### config.mk
export PLATFORM = sky130hd
export DESIGN_NAME = exec_seq_ctrl
export DESIGN_NICKNAME = d
export VERILOG_FILES = /design/src/rtl/exec_seq_ctrl.sv
export SDC_FILE = /design/constraint.sdc
export NUM_CORES = 1
export LEC_CHECK = 0
export ABC_AREA = 1
export ABC_CLOCK_PERIOD_IN_PS = 3000
export CORE_MARGIN = 2
export CORE_UTILIZATION = 53
export DETAILED_ROUTE_END_ITERATION = 7
export GPL_TIMING_DRIVEN = 1
export HOLD_SLACK_MARGIN = 0.1
export PLACE_DENSITY = 0.92
export RECOVER_POWER = 25
export SYNTH_ARGS = -nofsm -noshare
export SYNTH_HDL_FRONTEND = slang
export SYNTH_SLANG_ARGS = --single-unit
### constraint.sdc
create_clock -name clk -period 3 [get_ports clk]
set_clock_uncertainty 0.2 [all_clocks]
set_input_delay 0.6 -clock clk [delete_from_list [all_inputs] [get_ports clk]]
set_output_delay 0.6 -clock clk [all_outputs]
set_load 0.05 [all_outputs]
### src/rtl/exec_seq_ctrl.sv
// exec_seq_ctrl: fixed 8-step instruction sequencer with strobes, halt, error and cycle counters.
// Define EXEC_SEQ_INSTCNT_EN to build the retired-instruction counter; otherwise inst_cnt is 0.
module exec_seq_ctrl #(
    parameter int CntWidth = 128
) (
    input  logic                clk,
    input  logic                reset,
    input  logic                inst_wr_reg,
    input  logic                inst_load,
    input  logic                inst_store,
    input  logic                inst_halt,
    output logic                IM_enable,
    output logic                IM_read,
    output logic                IM_write,
    output logic                IR_load,
    output logic                alu_en,
    output logic                DM_enable,
    output logic                DM_read,
    output logic                DM_write,
    output logic                RF_write,
    output logic                PC_en,
    output logic [2:0]          step,
    output logic                halted,
    output logic                ctrl_err,
    output logic [CntWidth-1:0] cycle_cnt,
    output logic [CntWidth-1:0] inst_cnt
);
    localparam logic [2:0] FETCH      = 3'd0;
    localparam logic [2:0] FETCH_WAIT = 3'd1;
    localparam logic [2:0] IR         = 3'd2;
    localparam logic [2:0] DECODE     = 3'd3;
    localparam logic [2:0] EXEC       = 3'd4;
    localparam logic [2:0] MEM        = 3'd5;
    localparam logic [2:0] MEM2       = 3'd6;
    localparam logic [2:0] RETIRE     = 3'd7;

    logic c_wr, c_load, c_store, c_halt, c_ill;
    logic live, run, ok;

    always_ff @(posedge clk) begin
        if (reset) begin
            step      <= FETCH;
            halted    <= 1'b0;
            ctrl_err  <= 1'b0;
            cycle_cnt <= '0;
            c_wr      <= 1'b0;
            c_load    <= 1'b0;
            c_store   <= 1'b0;
            c_halt    <= 1'b0;
            c_ill     <= 1'b0;
        end else if (!halted) begin
            cycle_cnt <= cycle_cnt + CntWidth'(1);
            if (step == RETIRE && c_halt)
                halted <= 1'b1;
            else
                step <= step + 3'd1;
            if (step == DECODE) begin
                c_wr     <= inst_wr_reg;
                c_load   <= inst_load;
                c_store  <= inst_store;
                c_halt   <= inst_halt;
                c_ill    <= inst_load & inst_store;
                ctrl_err <= ctrl_err | (inst_load & inst_store);
            end
        end
    end

`ifdef EXEC_SEQ_INSTCNT_EN
    always_ff @(posedge clk) begin
        if (reset)
            inst_cnt <= '0;
        else if (!halted && !c_halt && step == RETIRE)
            inst_cnt <= inst_cnt + CntWidth'(1);
    end
`else
    assign inst_cnt = '0;
`endif

    // Strobes are masked while reset is held so a write in flight never lands.
    always_comb begin
        live      = !reset && !halted;
        run       = live && !c_halt;
        ok        = run && !c_ill;
        IM_enable = live && (step == FETCH || step == FETCH_WAIT);
        IM_read   = IM_enable;
        IM_write  = 1'b0;
        IR_load   = live && step == IR;
        alu_en    = run && step == EXEC;
        DM_enable = ok && ((step == MEM && (c_load || c_store)) || (step == MEM2 && c_load));
        DM_read   = ok && c_load && (step == MEM || step == MEM2);
        DM_write  = ok && c_store && step == MEM;
        RF_write  = ok && c_wr && (c_load ? step == RETIRE : step == MEM2);
        PC_en     = run && step == RETIRE;
    end
endmodule

==> key figures, run 1 <==
Outcome
  – Run status: finished with violations
  – Failing checks: design-rule violations

Worst setup path
  – Setup crit end kind: output port
  – CP Data Required Time: between 2 and 2.5 ns
  – CP Data Arrival Time: 1.97 ns
  – Crit-path max FO: 9
  – Slowest stage delay, CP: 0.42 ns
  – Crit path buf inv count: 3
  – CP max-delay cell: dfxtp_1
  – Critical path cell sequence: nor2_1 -> inv_1 -> nor2_1 -> inv_1 -> or2_2 -> a21oi_1 -> buf_12
  – Family with the most delay on the worst path: simple AND/OR/NAND/NOR gates
  – Critical Path Start Type: flop
  – WS Path Type: flop to output port

Clocking
  – Post-cts sizing count: 0
  – Hold_buf cts: 0
  – Post-CTS setup buffers: 0
  – CTS clk-pin slew, worst paths: about 0.06 ns
  – CTS sink count: 138
  – Clk root buf: clkbuf_16
  – Worst skew pair latency: 0.44 ns
  – Htree depth: 4
  – Clk buf depth: 2
  – CTS tree: built
  – CTS Buf Count: 17

Layout
  – Multi-input gate area: 5700 sq um
  – Layout cells sized above 1: 0.0561
  – Syn-to-layout area delta: 18.3%
  – Final nets: 1,764
  – Sequential cell area: 2760 sq um
  – Fillers: 1,692
  – Fin util: 0.636
  – Antenna cells: 0

Synthesis
  – Async set-reset flop share out of synthesis: 0
  – Main synth FF type: dfxtp_1
  – Yosys warnings: 0
  – Cells after Synth: around 1,600
  – Post-synth top area share: 0.287
  – Synthesized area: 9630 sq um
  – Dominant cells by area after synthesis: dfxtp_1, nand2_1, nor2_1
  – Post-synthesis cell type count: 39
  – Number of synthesized flops with an enable pin: 0
  – Leading area contributor after synthesis: dfxtp_1
  – Register bit total from synthesis: 138
  – Register area share after synthesis: 0.287
  – Mean Syn Cell Area: 6.02 sq um

Timing
  – Post-route setup slack: roughly 0.23 ns
  – Final worst path period need: 2.77 ns
  – WHS: 0.260 ns
  – Final period util: 0.924
  – Peak Freq: ~360 MHz
  – Final Hold Viols: 0
  – Post-route setup TNS: 0 ns
  – Slew of the pin with the lowest slew margin: 1.41 ns
  – Setup violations, final: 0
  – Slew Limit Fails: 0
  – Slew headroom: 0.0632
  – RSZ-0062 raised after global routing: no

Route
  – Total number of vias: 10,700
  – Post-DR vias/cell: about 5.4
  – # DRC: 3
  – Met3 wire length: between 3000 and 4000 um
  – DR pass1 iterations: 8
  – Drt wl/cell: 16.4 um
  – Top Layer Used: met4
  – ANT nets after route: 0
  – Wire length on met2: 14,700 um
  – Wl on met1: approximately 13,000 um
  – Drt first-iter violations: 1,194
  – Routed wire length: between 30,000 and 40,000 um

Pwr
  – Leak: between 4 and 5 nW
  – Pwr/cell area: 405 nW/um^2
  – Worst VDD drop: ~0.42 mV
  – Tot Pwr: 0.00462 W

Placement
  – Dpl ws: 0.434 ns
  – Input/output buffers: 147
  – Post-DP HPWL: approximately 26,000 um
  – GPL Wtd Cong: 1.06

Floorplan
  – Top-level I/O count: 277
  – Die area: slightly below 20,000 sq um
  – Rows: 49
  – Die X: 139 um
  – Core area: 17,900 sq um
  – Die height: 139 um
  – Initial Util: 0.538

GRT
  – GRT Util Overall: 0.330
  – Largest net degree at the start of global routing: 55
  – Antenna violations before repair: 0
  – Gr ovfl total: 0
  – Vias in the first global route: 9,418
  – First-pass GRT wire length: 50,300 um

Hold path
  – Hold/Removal Path Class: flop to flop

Job
  – Max-Cap Viols: 0
==> cell families after synthesis <==
family,count (synthesis),synth area share
compound gates,112,0.0607
xor+xnor,27,0.0245
fa+ha+maj,7,0.00909
buf+inv,282,0.162
flops,138,0.287
other cells,1,0.000389
simple gates,1033,0.457
==> worst min-delay path, cell delays in order, from the launching register on <==
cell	delay, ns
dfxtp_1	0.31
inv_1	0.05
a21oi_1	0.05
==> power by group <==
group	internal (W)	total, W	leakage, nW	switching (W)
sequential	0.00184	0.00186	1.11	0.0000122
combinational	0.0000504	0.000521	2.75	0.000470
clock	0.00132	0.00224	0.296	0.000917
==> area by class of cell <==
class                   instances  area share
well taps                     229      0.0251
flip-flops and latches        138       0.242
clock buffers                  17      0.0373
multi-input cells            1308       0.501
clock inverters                15      0.0168
repair buffers                150       0.133
inverters                     136      0.0449
==> layout by cell type (no fill, tap or decap), types with 5 or more instances in the layout <==
master	instances
a21oi_1	65
buf_4	6
clkbuf_16	17
clkdlybuf4s50_1	137
clkinv_4	5
conb_1	129
dfxtp_1	138
ha_1	7
inv_1	134
nand2_1	438
nand2_2	8
nand3_1	99
nand4_1	18
nor2_1	415
nor2_2	22
nor2_4	14
o21a_1	5
o21ai_0	36
xnor2_1	6
xor2_1	21
==> registers in the layout, summed over array words and instances (netlist names) <==
| name | count |
|---|---|
| halted | 1 |
| cycle_cnt | 128 |
| step | 3 |
| ctrl_err | 1 |
| c_ill | 1 |
| c_halt | 1 |
| c_wr | 1 |
| c_store | 1 |
| c_load | 1 |
==> Yosys cell counts (2+ instances only) <==
library cell	number
nand3_1	97
nand4_1	18
nor3b_1	2
nand2_2	13
nand2_4	2
clkbuf_1	7
a31oi_1	3
buf_4	130
xnor2_1	6
xor2_1	21
dfxtp_1	138
nor3_1	5
nor2_4	20
nand3_2	5
o21ai_0	36
and2_1	2
ha_1	7
o21a_1	5
a21oi_1	65
inv_1	134
nand2_1	431
buf_2	2
buf_1	6
nor2_1	404
nor2_2	27
==> metal layers <==
layer,global-route usage,vias up
met5,0,-
met4,0.129,0
met3,0.0622,131
met2,0.532,735
met1,0.439,4816
li1,-,5038
==> worst paths after layout <==
kind / slack [ns] / start / cells past startpoint / to
worst max-delay path: 0.23 / halted$_SDFF_PP0_ / 7 / DM_enable
worst min-delay path: 0.26 / ctrl_err$_SDFFE_PP0P_ / 2 / ctrl_err$_SDFFE_PP0P_
worst max register to register: 0.40 / halted$_SDFF_PP0_ / 10 / cycle_cnt[92]$_SDFFE_PP0N_
worst min register to register: 0.26 / ctrl_err$_SDFFE_PP0P_ / 2 / ctrl_err$_SDFFE_PP0P_
==> per-stage QoR <==
stage,cells,cell area (sq um)
floorplan,1728,10100
finish,1993,11400
global route,1993,11400
CTS,1993,11500
detailed placement,1961,10900
global placement,1961,10900
No activity file was read; power rests on OpenSTA's default activity.
==> run 2, diff against run 1 <==
--- a/config.mk
+++ b/config.mk
@@ -12,8 +12,10 @@
 export DETAILED_ROUTE_END_ITERATION = 7
 export GPL_TIMING_DRIVEN = 1
 export HOLD_SLACK_MARGIN = 0.1
+export MAX_ROUTING_LAYER = met4
 export PLACE_DENSITY = 0.92
 export RECOVER_POWER = 25
+export SETUP_SLACK_MARGIN = 0.3
 export SYNTH_ARGS = -nofsm -noshare
 export SYNTH_HDL_FRONTEND = slang
 export SYNTH_SLANG_ARGS = --single-unit
==> key figures, run 2 (synthesis results as in run 1) <==
Outcome
  – Run status: completed

Clocking
  – CTS sink count: 138 (unchanged)
  – CTS tree: built
  – Clk buf depth: 2 (unchanged)
  – Clk root buf: clkbuf_16
  – CTS Buf Count: 17 (unchanged)
  – Worst skew pair latency: 0.44 ns (about the same)
  – CTS clk-pin slew, worst paths: 0.07 ns (about the same)
  – Htree depth: 4 (unchanged)

Placement
  – Input/output buffers: 147 (unchanged)
  – Dpl ws: 0.463 ns (+0.0286 ns)
  – GPL Wtd Cong: 0.994 (-5.9%)
  – Post-DP HPWL: 26,800 um (+4.1%)

GRT
  – Largest net degree at the start of global routing: 64 (+16%)
  – Vias in the first global route: 9,205 (-2.3%)
  – GRT Util Overall: 0.348 (+0.0177)
  – Antenna violations before repair: 0 (unchanged)
  – First-pass GRT wire length: 50,700 um (+0.75%)
  – Gr ovfl total: 0 (unchanged)

Worst setup path
  – Critical Path Start Type: flop
  – Slowest stage delay, CP: 0.40 ns (-0.02 ns)
  – Critical path cell sequence: ha_1 -> nand2_2 -> nor2_1 -> nand2_2 -> nor2_1 -> nand2_1 -> inv_2 -> nand2_1 -> nor2_1 -> nand2_1 -> nand2_1 -> nor2_1
  – CP Data Arrival Time: 2.83 ns (+0.86 ns)
  – Crit path buf inv count: 1 (-2)
  – Family with the most delay on the worst path: simple AND/OR/NAND/NOR gates
  – Crit-path max FO: 4 (-5)
  – Setup crit end kind: flop
  – CP Data Required Time: 3.13 ns (+0.93 ns)
  – CP max-delay cell: dfxtp_1
  – WS Path Type: flop to flop

Layout
  – Layout cells sized above 1: 0.0673 (+0.0111)
  – Final nets: 1,769 (+0.28%)
  – Commonest cells after routing, fill and taps aside: nand2_1, nor2_1, dfxtp_1, clkdlybuf4s50_1, inv_1
  – Biggest regs: cycle_cnt: 128 flops, step: 3 flops
  – Largest Register: cycle_cnt
  – Antenna cells: 0 (unchanged)
  – Sequential cell area: 2770 sq um (+0.14%)
  – Commonest non-fill, non-tap cell in the layout: nand2_1
  – Multi-input gate area: 5780 sq um (+1.3%)
  – Syn-to-layout area delta: 19.0%
  – Max FFs per register: 128 (unchanged)
  – Fillers: 1,749 (+3.4%)

Timing
  – Final period util: 0.900 (-0.0240)
  – Final Hold Viols: 0 (unchanged)
  – Slew of the pin with the lowest slew margin: 1.34 ns (-0.0688 ns)
  – Slew Limit Fails: 0 (unchanged)
  – Setup violations, final: 0 (unchanged)
  – Post-route setup slack: 0.299 ns (+0.0719 ns)
  – Slew headroom: 0.109 (+0.0459)
  – Post-route setup TNS: 0 ns (unchanged)
  – Final worst path period need: 2.70 ns (-0.0719 ns)
  – Peak Freq: 370 MHz (+2.7%)
  – RSZ-0062 raised after global routing: no
  – WHS: 0.252 ns (-0.00788 ns)

Pwr
  – Worst VDD drop: 0.425 mV (about the same)
  – Pwr/cell area: 389 nW/um^2 (-4.1%)
  – Leak: 4.21 nW (+1.2%)
  – Tot Pwr: 0.00446 W (-3.5%)

Floorplan
  – Core area: 17,900 sq um (unchanged)
  – Die height: 139 um (unchanged)
  – Initial Util: 0.538 (unchanged)
  – Die X: 139 um (unchanged)
  – Rows: 49 (unchanged)
  – Top-level I/O count: 277 (unchanged)
  – Die area: 19,300 sq um (unchanged)

Route
  – Drt first-iter violations: 1,176 (-1.5%)
  – # DRC: 0 (-3)
  – DR pass1 iterations: 5 (-3)
  – Total number of vias: 10,400 (-3.4%)
  – Post-DR vias/cell: 5.19 (-3.6%)
  – Drt wl/cell: 16.7 um (+1.6%)
  – ANT nets after route: 0 (unchanged)
  – Routed wire length: 33,300 um (+1.9%)

Hold path
  – Hold/Removal Path Class: flop to flop

Job
  – Max-Cap Viols: 0 (unchanged)
-- run 2: changes by cell type in the layout (fill, tap and decap cells not counted), sizes merged --
cell    previous run  this run
buf               11        15
clkbuf            19        20
inv              139       141
bufinv             3         1
-- run 2: worst register-to-register path: cells and delay by family, from the launching register on --
family / cells / cell delay, ns
adders and majority gates: 1 / 0.22
and+or+nand+nor: 10 / 1.71
DFF: 1 / 0.40
buffers and inverters: 1 / 0.08
-- run 2: timing repair --
action / in CTS / in global routing
setup endpoints to repair: 5 / 4
setup buffers: 0 / 4
hold buffers: 0 / 0
resized for setup: 1 / 10
pin swaps: 0 / 2
-- run 2: metal layers --
metal	vias up	share of wire	track usage	wire length, um
met5	-	0	-	0
met4	0	0.018	0.0883	603
met3	55	0.10	0.0784	3460
met2	546	0.44	0.528	14700
met1	4710	0.44	0.471	14500
li1	5049	-	-	-
-- run 2: through the flow --
step                std cells  cell area, sq um  utilization
global route             1998             11500        0.641
floorplan                1728             10100            -
finish                   1998             11500        0.641
global placement         1962             10900        0.609
CTS                      1994             11500        0.641
detailed placement       1962             10900        0.609
-- run 2: layout make-up --
type,instances,share of cell area
repair buffers,155,0.136
clock inverters,15,0.0122
multi-input cells,1308,0.504
well taps,229,0.0250
flip-flops and latches,138,0.241
inverters,136,0.0446
clock buffers,17,0.0371
-- run 2: worst paths after layout --
kind	from	end	slack, ns	cells after the start
setup / recovery	cycle_cnt[0]$_SDFFE_PP0N_	cycle_cnt[86]$_SDFFE_PP0N_	0.30	12
hold / removal	ctrl_err$_SDFFE_PP0P_	ctrl_err$_SDFFE_PP0P_	0.25	2
setup reg to reg	cycle_cnt[0]$_SDFFE_PP0N_	cycle_cnt[86]$_SDFFE_PP0N_	0.30	12
hold reg to reg	ctrl_err$_SDFFE_PP0P_	ctrl_err$_SDFFE_PP0P_	0.25	2
-- run 2: report_power, final --
part           total, W  leakage, nW  internal, W  switching [W]
Clock           0.00207        0.273      0.00115       0.000916
Sequential      0.00185         1.11      0.00184      0.0000122
Combinational  0.000530         2.83    0.0000549       0.000476
